--- src/rtl/if_pkg.sv ---
// Shared types and constants for the instruction-fetch stage.
package if_pkg;

    typedef enum logic [1:0] {
        BOOT  = 2'd0,
        RUN   = 2'd1,
        STALL = 2'd2,
        HALT  = 2'd3
    } fetch_state_e;

    localparam logic [31:0] NOP_INSTN  = 32'h0000_0000;
    localparam logic [31:0] RESET_PC   = 32'd0;
    localparam logic [31:0] HALT_PC    = 32'd100;
    localparam int          IMEM_DEPTH = 1024;

    function automatic logic [31:0] word_align(input logic [31:0] addr);
        return {addr[31:2], 2'b00};
    endfunction

endpackage

--- src/rtl/pc_next_calc.sv ---
// Combinational next-PC select: sequential advance with wrap, or an aligned
// redirect folded into the instruction-memory address space.
module pc_next_calc
    import if_pkg::*;
#(
    parameter int IMEM_DEPTH = 1024
) (
    input  logic [31:0] pc_i,
    input  logic        branch_taken_i,
    input  logic [31:0] branch_target_i,
    output logic [31:0] next_pc_o,
    output logic        misaligned_o
);
    localparam logic [31:0] SPAN = 32'(IMEM_DEPTH * 4);

    logic [31:0] inc_s;

    assign inc_s        = pc_i + 32'd4;
    assign misaligned_o = (branch_target_i[1:0] != 2'b00);

    // Redirect beats sequential advance; advance wraps at the top of memory.
    always_comb begin
        next_pc_o = inc_s;
        if (branch_taken_i) begin
            next_pc_o = word_align(branch_target_i) % SPAN;
        end else if (inc_s == SPAN) begin
            next_pc_o = 32'd0;
        end else begin
            next_pc_o = inc_s;
        end
    end

endmodule

--- src/rtl/pc_fetch_sequencer.sv ---
// IF-stage fetch sequencer: owns the PC, issues one word fetch per cycle to a
// synchronous instruction memory and hands valid-qualified pairs to IF/ID.
module pc_fetch_sequencer #(
    parameter logic [31:0] RESET_PC   = if_pkg::RESET_PC,
    parameter logic [31:0] HALT_PC    = if_pkg::HALT_PC,
    parameter int          IMEM_DEPTH = if_pkg::IMEM_DEPTH
) (
    input  logic        clk,
    input  logic        reset,
    input  logic        stall_flag,
    input  logic        branch_taken,
    input  logic [31:0] branch_target,
    input  logic [31:0] imem_instn,
    output logic [31:0] pc,
    output logic        imem_stall,
    output logic [31:0] ifid_instn,
    output logic [31:0] ifid_pc,
    output logic        ifid_valid,
    output logic        halted,
    output logic        misaligned_err,
    output logic [31:0] fetch_count
);
    if_pkg::fetch_state_e state_q;

    logic [31:0] pc_q;
    logic [31:0] ifid_pc_q;
    logic [31:0] fetch_count_q;
    logic [31:0] fetch_count_d;
    logic [31:0] next_pc_s;
    logic        ifid_valid_q;
    logic        halted_q;
    logic        misaligned_q;
    logic        target_misaligned_s;
    logic        active_s;
    logic        consume_s;

    pc_next_calc #(
        .IMEM_DEPTH(IMEM_DEPTH)
    ) u_next (
        .pc_i           (pc_q),
        .branch_taken_i (branch_taken),
        .branch_target_i(branch_target),
        .next_pc_o      (next_pc_s),
        .misaligned_o   (target_misaligned_s)
    );

    assign active_s      = (state_q == if_pkg::RUN) || (state_q == if_pkg::STALL);
    // Sitting on HALT_PC in RUN must not launch a fetch, even before HALT is entered.
    assign imem_stall    = (state_q != if_pkg::RUN) | stall_flag | (pc_q == HALT_PC);
    assign consume_s     = ifid_valid_q & active_s & ~stall_flag & ~branch_taken;
    assign fetch_count_d = consume_s ? (fetch_count_q + 32'd1) : fetch_count_q;

    // Fetch FSM with its registered outputs; redirect beats stall beats advance.
    always_ff @(posedge clk or negedge reset) begin
        if (!reset) begin
            state_q       <= if_pkg::BOOT;
            pc_q          <= RESET_PC;
            ifid_pc_q     <= 32'd0;
            ifid_valid_q  <= 1'b0;
            halted_q      <= 1'b0;
            misaligned_q  <= 1'b0;
            fetch_count_q <= 32'd0;
        end else begin
            fetch_count_q <= fetch_count_d;
            case (state_q)
                if_pkg::BOOT: begin
                    state_q      <= if_pkg::RUN;
                    ifid_valid_q <= 1'b0;
                end
                if_pkg::RUN, if_pkg::STALL: begin
                    if (branch_taken) begin
                        pc_q         <= next_pc_s;
                        ifid_valid_q <= 1'b0;
                        state_q      <= if_pkg::RUN;
                        if (target_misaligned_s) begin
                            misaligned_q <= 1'b1;
                        end
                    end else if (stall_flag) begin
                        state_q <= if_pkg::STALL;
                    end else if (state_q == if_pkg::STALL) begin
                        // Release cycle: memory was not fetching, so nothing new arrives.
                        state_q      <= if_pkg::RUN;
                        ifid_valid_q <= 1'b0;
                    end else if (pc_q == HALT_PC) begin
                        state_q      <= if_pkg::HALT;
                        halted_q     <= 1'b1;
                        ifid_valid_q <= 1'b0;
                    end else begin
                        ifid_pc_q    <= pc_q;
                        ifid_valid_q <= 1'b1;
                        pc_q         <= next_pc_s;
                    end
                end
                if_pkg::HALT: begin
                    ifid_valid_q <= 1'b0;
                end
                default: begin
                    state_q      <= if_pkg::BOOT;
                    ifid_valid_q <= 1'b0;
                end
            endcase
        end
    end

    assign pc             = pc_q;
    assign ifid_pc        = ifid_pc_q;
    assign ifid_valid     = ifid_valid_q;
    assign ifid_instn     = ifid_valid_q ? imem_instn : if_pkg::NOP_INSTN;
    assign halted         = halted_q;
    assign misaligned_err = misaligned_q;
    assign fetch_count    = fetch_count_q;

endmodule

--- config.mk ---
export PLATFORM = sky130hd
export DESIGN_NAME = pc_fetch_sequencer
export DESIGN_NICKNAME = d
export VERILOG_FILES = /design/src/rtl/if_pkg.sv /design/src/rtl/pc_next_calc.sv /design/src/rtl/pc_fetch_sequencer.sv
export SDC_FILE = /design/constraint.sdc
export NUM_CORES = 1
export LEC_CHECK = 0
export BUFFER_PORTS_ARGS = -buffer_cell sky130_fd_sc_hd__buf_4
export CAP_MARGIN = 15
export CORE_MARGIN = 2
export CORE_UTILIZATION = 25
export CTS_CLUSTER_DIAMETER = 60
export DETAILED_ROUTE_END_ITERATION = 8
export PLACE_DENSITY = 0.47
export SYNTH_ARGS = -nofsm -noshare
export SYNTH_HDL_FRONTEND = slang
export SYNTH_SLANG_ARGS = --single-unit
--- constraint.sdc ---
create_clock -name clk -period 4.9 [get_ports clk]
set_clock_uncertainty 0.15 [all_clocks]
set_input_delay 0.98 -clock clk [delete_from_list [all_inputs] [get_ports clk]]
set_output_delay 0.98 -clock clk [all_outputs]
set_load 0.01 [all_outputs]
==> metrics.cfg, run 1 <==
[sta]
final-setup-viol-count=0
tightest_slew_ps=1002
maximum_achievable_frequency_mhz=289.5
timing.final.crit_share=0.7049
grt_setup_unrepaired=false
timing.slew.headroom=0.3322
finalHoldViolCount=0
timing_max_transition_violations_final=0
fin_worst_hold_slack_ps=323.0
period_minus_slack_ps=3454
finalSetupTns_ps=0

[critical_path]
worstSetupStartpoint=pc[3]
critPathTopFamily=simple AND/OR/NAND/NOR gates
reg2reg_to=pc[12]
setup.reg_to_reg.worst_slack_ps=1630
timing.setup.critical_path_class=reg2out
crit_cells=7
worstPathCellList=inv_1 -> ha_1 -> nor4b_1 -> nand4_1 -> nor2_1 -> or3b_2 -> buf_4
cp_data_arrival_time_ps=2320
data_required_time_of_the_worst_path_ps=3770
critPathMaxFanout=7
critPathSlowestCell=dfrtp_1
reg2regPathDepth=8
crit-reg2reg-launch=pc[7]
endpoint_kind=output port
worstSetupStartpointType=flip-flop
critical_path.endpoint=imem_stall
timing.critical_path.slowest_cell_delay_ps=530
crit_buf_inv=2

[clock_tree]
cts_tree=yes
cts_repair_resize_count=0
clkSlewWorstSetupHoldPaths_ps=60
clk-insertion-delay-late_ps=360
cts_setup_buffers=0
cts_max_level=3
total_cts_buffers=9
clock_sink_count=97
cts_hold_buf=0
clockBufferDepth=2
clock_tree.root_cell=clkbuf_16

[yosys]
synth_area_um2=5355
synthTopCellsByArea=dfrtp_1, nand2_1, and2_1, xnor2_1, nor2_1
synthCells=601
synth_enable_flop_cells=0
ys_async_sr_fraction=1.000
ys_types=66
synth_sequential_area_ratio=0.4533
synthFlopType=dfrtp_1
synth.ff_latch_count=97
yosys_warnings=0
synth_top_area_share=0.4533
post-synth-top-area-cell=dfrtp_1
postSynthAreaPerCell_um2=8.910

[route]
postRouteAntennaNets=0
drc=0
wl_per_cell_um=15.81
detailedRoute.firstPassIterationCount=4
viasPerCell=4.725
initialDrtViolationCount=216
num_vias=4890
drt-total-wl_um=16360

[floorplan]
floorplan.die_area_um2=22610
start_util=0.2547
floorplan.core_area_um2=21020
die_width_um=150.4
io-pin-count=200
chipHeight_um=150.4
floorplan.rows=53

[power_and_ir_drop]
switchingPower_w=0.001033
internal_power_w=0.001685
ir_drop_mv=0.2159
p_clk_frac=0.256
power.share.combinational=0.339
power_density_nw_per_um2=377.1
netSwitchingFraction=0.3801
power.leakage_nw=3.519
seq_power_share=0.404

[finish]
filler_cell_count=2225
number_of_nets_in_the_finished_design=830
diodes=0
p_r_area_growth_vs_syn_pct=34.60
layout-drive-gt1-share=0.2868

[grt]
number_of_global_route_vias_before_repair=4839
track_usage=0.1469
number_of_antenna_violations_at_the_first_check_in_global_routing=0
grt_start_max_net_pins=78
global_route_wire_length_before_repair_um=26190
globalRouteOverflowTotal=0

[hold_path]
tightest_hold_check_type=reg2reg

[placement]
dpl.hpwl_um=11760
gp_congestion=0.8056
number_of_buffer_cells_added_on_primary_ports=175

[flow_run]
maxCapViolations=0

[outcome]
outcome=finished clean

## flip-flops by register name, indices dropped and copies added (netlist names)
signal,count
state_q,2
ifid_pc,30
ifid_valid,1
pc,30
halted,1
misaligned_err,1
fetch_count,32
## worst min path at each step
stage / slack (ps) / end / depth (start not counted) / from
after CTS: 330 / halted / 1 / halted
after global routing: 340 / halted / 1 / halted
after floorplan: 340 / halted / 1 / halted
after global placement: 310 / halted / 1 / halted
after detailed placement: 310 / halted / 1 / halted
final: 320 / halted / 1 / halted
## metrics by stage
step	total power (W)	std cells	cell area (µm²)	util	setup WS, ps
2_1_floorplan	0.001592	604	5366	-	1924
3_3_place_gp	0.002044	1018	6899	0.3282	1439
3_5_place_dp	0.002040	1018	6899	0.3282	1435
4_1_cts	0.002759	1034	7181	0.3416	1438
5_1_grt	0.002923	1035	7208	0.3429	1318
6_report	0.002718	1035	7208	0.3429	1446
## metal layers
metal	track usage	up-vias	routed length, µm
met2	0.2386	103	7661
li1	-	2414	-
met4	0.04906	0	247
met5	0	-	0
met3	0.01818	14	715
met1	0.2024	2359	7739
## area by class of cell
class	instances	area, µm²	share of cell area
repair buffers	183	1394	0.1934
inverters	9	33.78	0.004687
flip-flops and latches	97	2427	0.3367
clock inverters	5	38.79	0.005381
well taps	275	344.1	0.04773
multi-input cells	455	2728	0.3784
clock buffers	11	242.7	0.03367
## placed cells by master (no fill, tap or decap), types with 3 or more instances in the layout
| cell | count |
|---|---|
| mux2i_1 | 3 |
| nand4_1 | 16 |
| nand3_1 | 23 |
| buf_4 | 182 |
| a21o_1 | 3 |
| a31oi_1 | 4 |
| xor2_1 | 10 |
| o31ai_1 | 15 |
| o22ai_1 | 7 |
| dfrtp_1 | 97 |
| nor2_1 | 36 |
| mux2_2 | 3 |
| and3_1 | 20 |
| clkbuf_16 | 9 |
| ha_1 | 7 |
| o21ai_1 | 4 |
| inv_1 | 9 |
| and2_1 | 40 |
| conb_1 | 4 |
| a211oi_1 | 3 |
| nor3b_1 | 3 |
| xnor2_1 | 24 |
| nor4_1 | 9 |
| and4_1 | 7 |
| a21oi_1 | 24 |
| or3_1 | 5 |
| nor3_1 | 5 |
| nand2_1 | 117 |
| o21ai_0 | 19 |
## synth_stat cells, types with 3 or more instances
master	n
and3_1	20
o22ai_1	7
nor2b_1	3
and2_1	40
nor2_1	36
nor3_1	5
buf_4	4
buf_2	12
and4_1	7
ha_1	7
mux2_2	3
a21oi_1	24
nand2_1	117
buf_1	3
mux2i_1	3
clkbuf_1	24
a31oi_1	4
nor4_1	9
xor2_1	10
a21o_1	3
nand4_1	16
o21ai_1	5
or3_1	5
xnor2_1	24
nand3_1	23
dfrtp_1	97
o31ai_1	15
a211oi_1	3
o21ai_0	19
inv_1	9
nor3b_1	3
## power by group through the flow
stage | clock network, W | registers, W | logic, W
finish | 0.000697 | 0.00110 | 0.000923
global route | 0.000762 | 0.00113 | 0.00103
CTS | 0.000730 | 0.00110 | 0.000928
detailed placement | 0 | 0.00111 | 0.000926
global placement | 0 | 0.00112 | 0.000925
floorplan | 0 | 0.00104 | 0.000548
## cell families after synthesis
logic type,after synthesis,share of synthesized area
buf+inv,52,0.04206
xor+xnor,34,0.05561
simple gates,302,0.2939
fa+ha+maj,7,0.01635
compound gates,102,0.1262
mux,6,0.01192
other cells,1,0.0007003
flops,97,0.4533
Power figures use the tool's default switching activity.
==> run 2, diff against run 1 <==
--- a/config.mk
+++ b/config.mk
@@ -5,6 +5,7 @@
 export SDC_FILE = /design/constraint.sdc
 export NUM_CORES = 1
 export LEC_CHECK = 0
+export ABC_AREA = 1
 export BUFFER_PORTS_ARGS = -buffer_cell sky130_fd_sc_hd__buf_4
 export CAP_MARGIN = 15
 export CORE_MARGIN = 2
==> constraint.sdc (replaced) <==
create_clock -name clk -period 3.2 [get_ports clk]
set_clock_uncertainty 0.15 [all_clocks]
set_input_delay 0.64 -clock clk [delete_from_list [all_inputs] [get_ports clk]]
set_output_delay 0.64 -clock clk [all_outputs]
set_load 0.01 [all_outputs]
==> run 2 against run 1 <==
  * Area after synthesis grew 4.8%
  * Critical path depth is the same
  * Final cell count grew 17%
  * Sequential power is 46% higher
  * Largest power group unchanged
==> metrics.cfg, run 2 <==
[outcome]
outcome=finished clean

[finish]
number_of_nets_in_the_finished_design=1006
layout-drive-gt1-share=0.2436
p_r_area_growth_vs_syn_pct=34.50
layout.cells.most_common=nand2_1
final_cells=1216
diodes=0
mostFrequentLayoutCells=nand2_1, buf_4, inv_1
largest_register_ffs=32

[power_and_ir_drop]
power_density_nw_per_um2=567.8
power.leakage_nw=3.990
ir_drop_mv=0.2800

[sta]
finalHoldViolCount=0
timing_max_transition_violations_final=0
finalSetupTns_ps=0
timing.slew.headroom=0.6123
period_minus_slack_ps=2838
final-setup-viol-count=0
grt_setup_unrepaired=false
maximum_achievable_frequency_mhz=352.3
timing.final.crit_share=0.8869
tightest_slew_ps=581.6

[grt]
number_of_antenna_violations_at_the_first_check_in_global_routing=0
globalRouteOverflowTotal=0
number_of_global_route_vias_before_repair=5188
global_route_wire_length_before_repair_um=28550
track_usage=0.1520
grt_start_max_net_pins=98

[clock_tree]
cts_setup_buffers=0
cts_repair_resize_count=0
clkSlewWorstSetupHoldPaths_ps=70
clk-insertion-delay-late_ps=350
cts_tree=yes
clockBufferDepth=2
cts_max_level=3
clock_tree.root_cell=clkbuf_16
cts_hold_buf=0
clock_sink_count=97
total_cts_buffers=9

[yosys]
postSynthAreaPerCell_um2=7.407
synthFlopType=dfrtp_1
synth.cells.most_frequent=nand2_1, inv_1, dfrtp_1, nor2_1, o21ai_0
ys_async_sr_fraction=1.000
synth_top_area_share=0.4324
synth_enable_flop_cells=0
yosys_warnings=0
ys_types=37
synth.ff_latch_count=97
synthTopCellsByArea=dfrtp_1, nand2_1, inv_1, o21ai_0, nand3_1
post-synth-top-count-cell=nand2_1
synth_sequential_area_ratio=0.4324
post-synth-top-area-cell=dfrtp_1
synthCells=758
synth_area_um2=5614

[route]
postRouteAntennaNets=0
wl_met3_um=919
topRoutingLayerUsed=met4
wl_per_cell_um=14.60
drc=0
wirelength_met1_um=8094
num_vias=5298
wl_met2_um=8483
initialDrtViolationCount=227
drt-total-wl_um=17750
viasPerCell=4.357
detailedRoute.firstPassIterationCount=4

[floorplan]
io-pin-count=200
floorplan.rows=54
chipHeight_um=153.9
floorplan.core_area_um2=21960
die_width_um=153.9
start_util=0.2557
floorplan.die_area_um2=23670

[critical_path]
worstSetupStartpointType=flip-flop
timing.setup.critical_path_class=reg2out
cp_data_arrival_time_ps=2050
critPathMaxFanout=6
endpoint_kind=output port
reg2reg_to=pc[18]
data_required_time_of_the_worst_path_ps=2410
setup.reg_to_reg.worst_slack_ps=650
crit-reg2reg-launch=pc[2]
worstSetupStartpoint=pc[3]
reg2regPathDepth=14

[placement]
dpl.hpwl_um=13550
number_of_buffer_cells_added_on_primary_ports=175
placed_cells=1200
gp_congestion=0.8586

[flow_run]
maxCapViolations=0

[hold_path]
tightest_hold_check_type=in2async

[run 2: cell types whose count changed after synthesis, moves of 11 or more]
cell / previous run / this run
a21oi_1: 24 / 8
inv_1: 9 / 103
nor2_1: 36 / 68
and2_1: 40 / 1
and3_1: 20 / 0
xnor2_1: 24 / 11
o21ai_0: 19 / 59
nor2_4: 0 / 11
nand3_1: 23 / 54
nand2_1: 117 / 225
xor2_1: 10 / 22
o31ai_1: 15 / 0
clkbuf_1: 24 / 8
[run 2: power by group]
part | switching (W) | internal, W | total [W]
clock network | 0.000491 | 0.000594 | 0.00109
logic | 0.000977 | 0.000616 | 0.00159
registers | 0.000215 | 0.00139 | 0.00161
[run 2: worst max path at each step]
| stage | end | slack (ps) | cells past startpoint |
|---|---|---|---|
| floorplan | fetch_count[27] | 980 | 14 |
| global placement | pc[19] | 630 | 14 |
| detailed placement | pc[18] | 620 | 14 |
| CTS | imem_stall | 260 | 7 |
| global route | imem_stall | 180 | 7 |
| finish | imem_stall | 360 | 7 |
[run 2: kinds of logic after synthesis]
group                      count (synthesis)  synth area share
AOI/OAI and AO/OA                         84           0.07867
adders and majority gates                  7           0.01560
xor gates and xnor gates                  33           0.05148
DFF                                       97            0.4324
and+or+nand+nor                          407            0.3307
other                                      1         0.0006680
buffers and inverters                    129           0.09048
[run 2: worst max-delay path, stage by stage, from the launching register on]
cell and delay (ps):
dfrtp_1 440, inv_1 130, ha_1 150, nand3_1 70
nor4_1 450, nand2_1 180, nand3_1 130, buf_4 140
[run 2: stage by stage]
step | worst slack (ps) | power, W | utilization | hold WS, ps | cell area, µm²
6_report | 361.8 | 0.004287 | 0.3439 | 176.6 | 7551
5_1_grt | 184.5 | 0.004619 | 0.3439 | 241.9 | 7551
4_1_cts | 264.9 | 0.004362 | 0.3439 | 219.7 | 7551
3_5_place_dp | 618.0 | 0.003253 | 0.3305 | 319.0 | 7257
3_3_place_gp | 631.2 | 0.003244 | 0.3305 | 314.3 | 7257
2_1_floorplan | 979.0 | 0.002527 | - | 194.4 | 5625
[run 2: area by class of cell]
type	count	area, µm²
multi-input combinational	535	2690
sequential	97	2427
clock inverter	3	23.77
tap	280	350.3
fill	2327	14410
inverter	106	397.9
clock buffer	13	270.3
timing repair buffer	182	1391
[run 2: per-layer routing]
layer,vias up,global-route usage
met1,2442,0.2014
met4,0,0.04094
met5,-,0
met2,113,0.2488
met3,16,0.03664
li1,2727,-
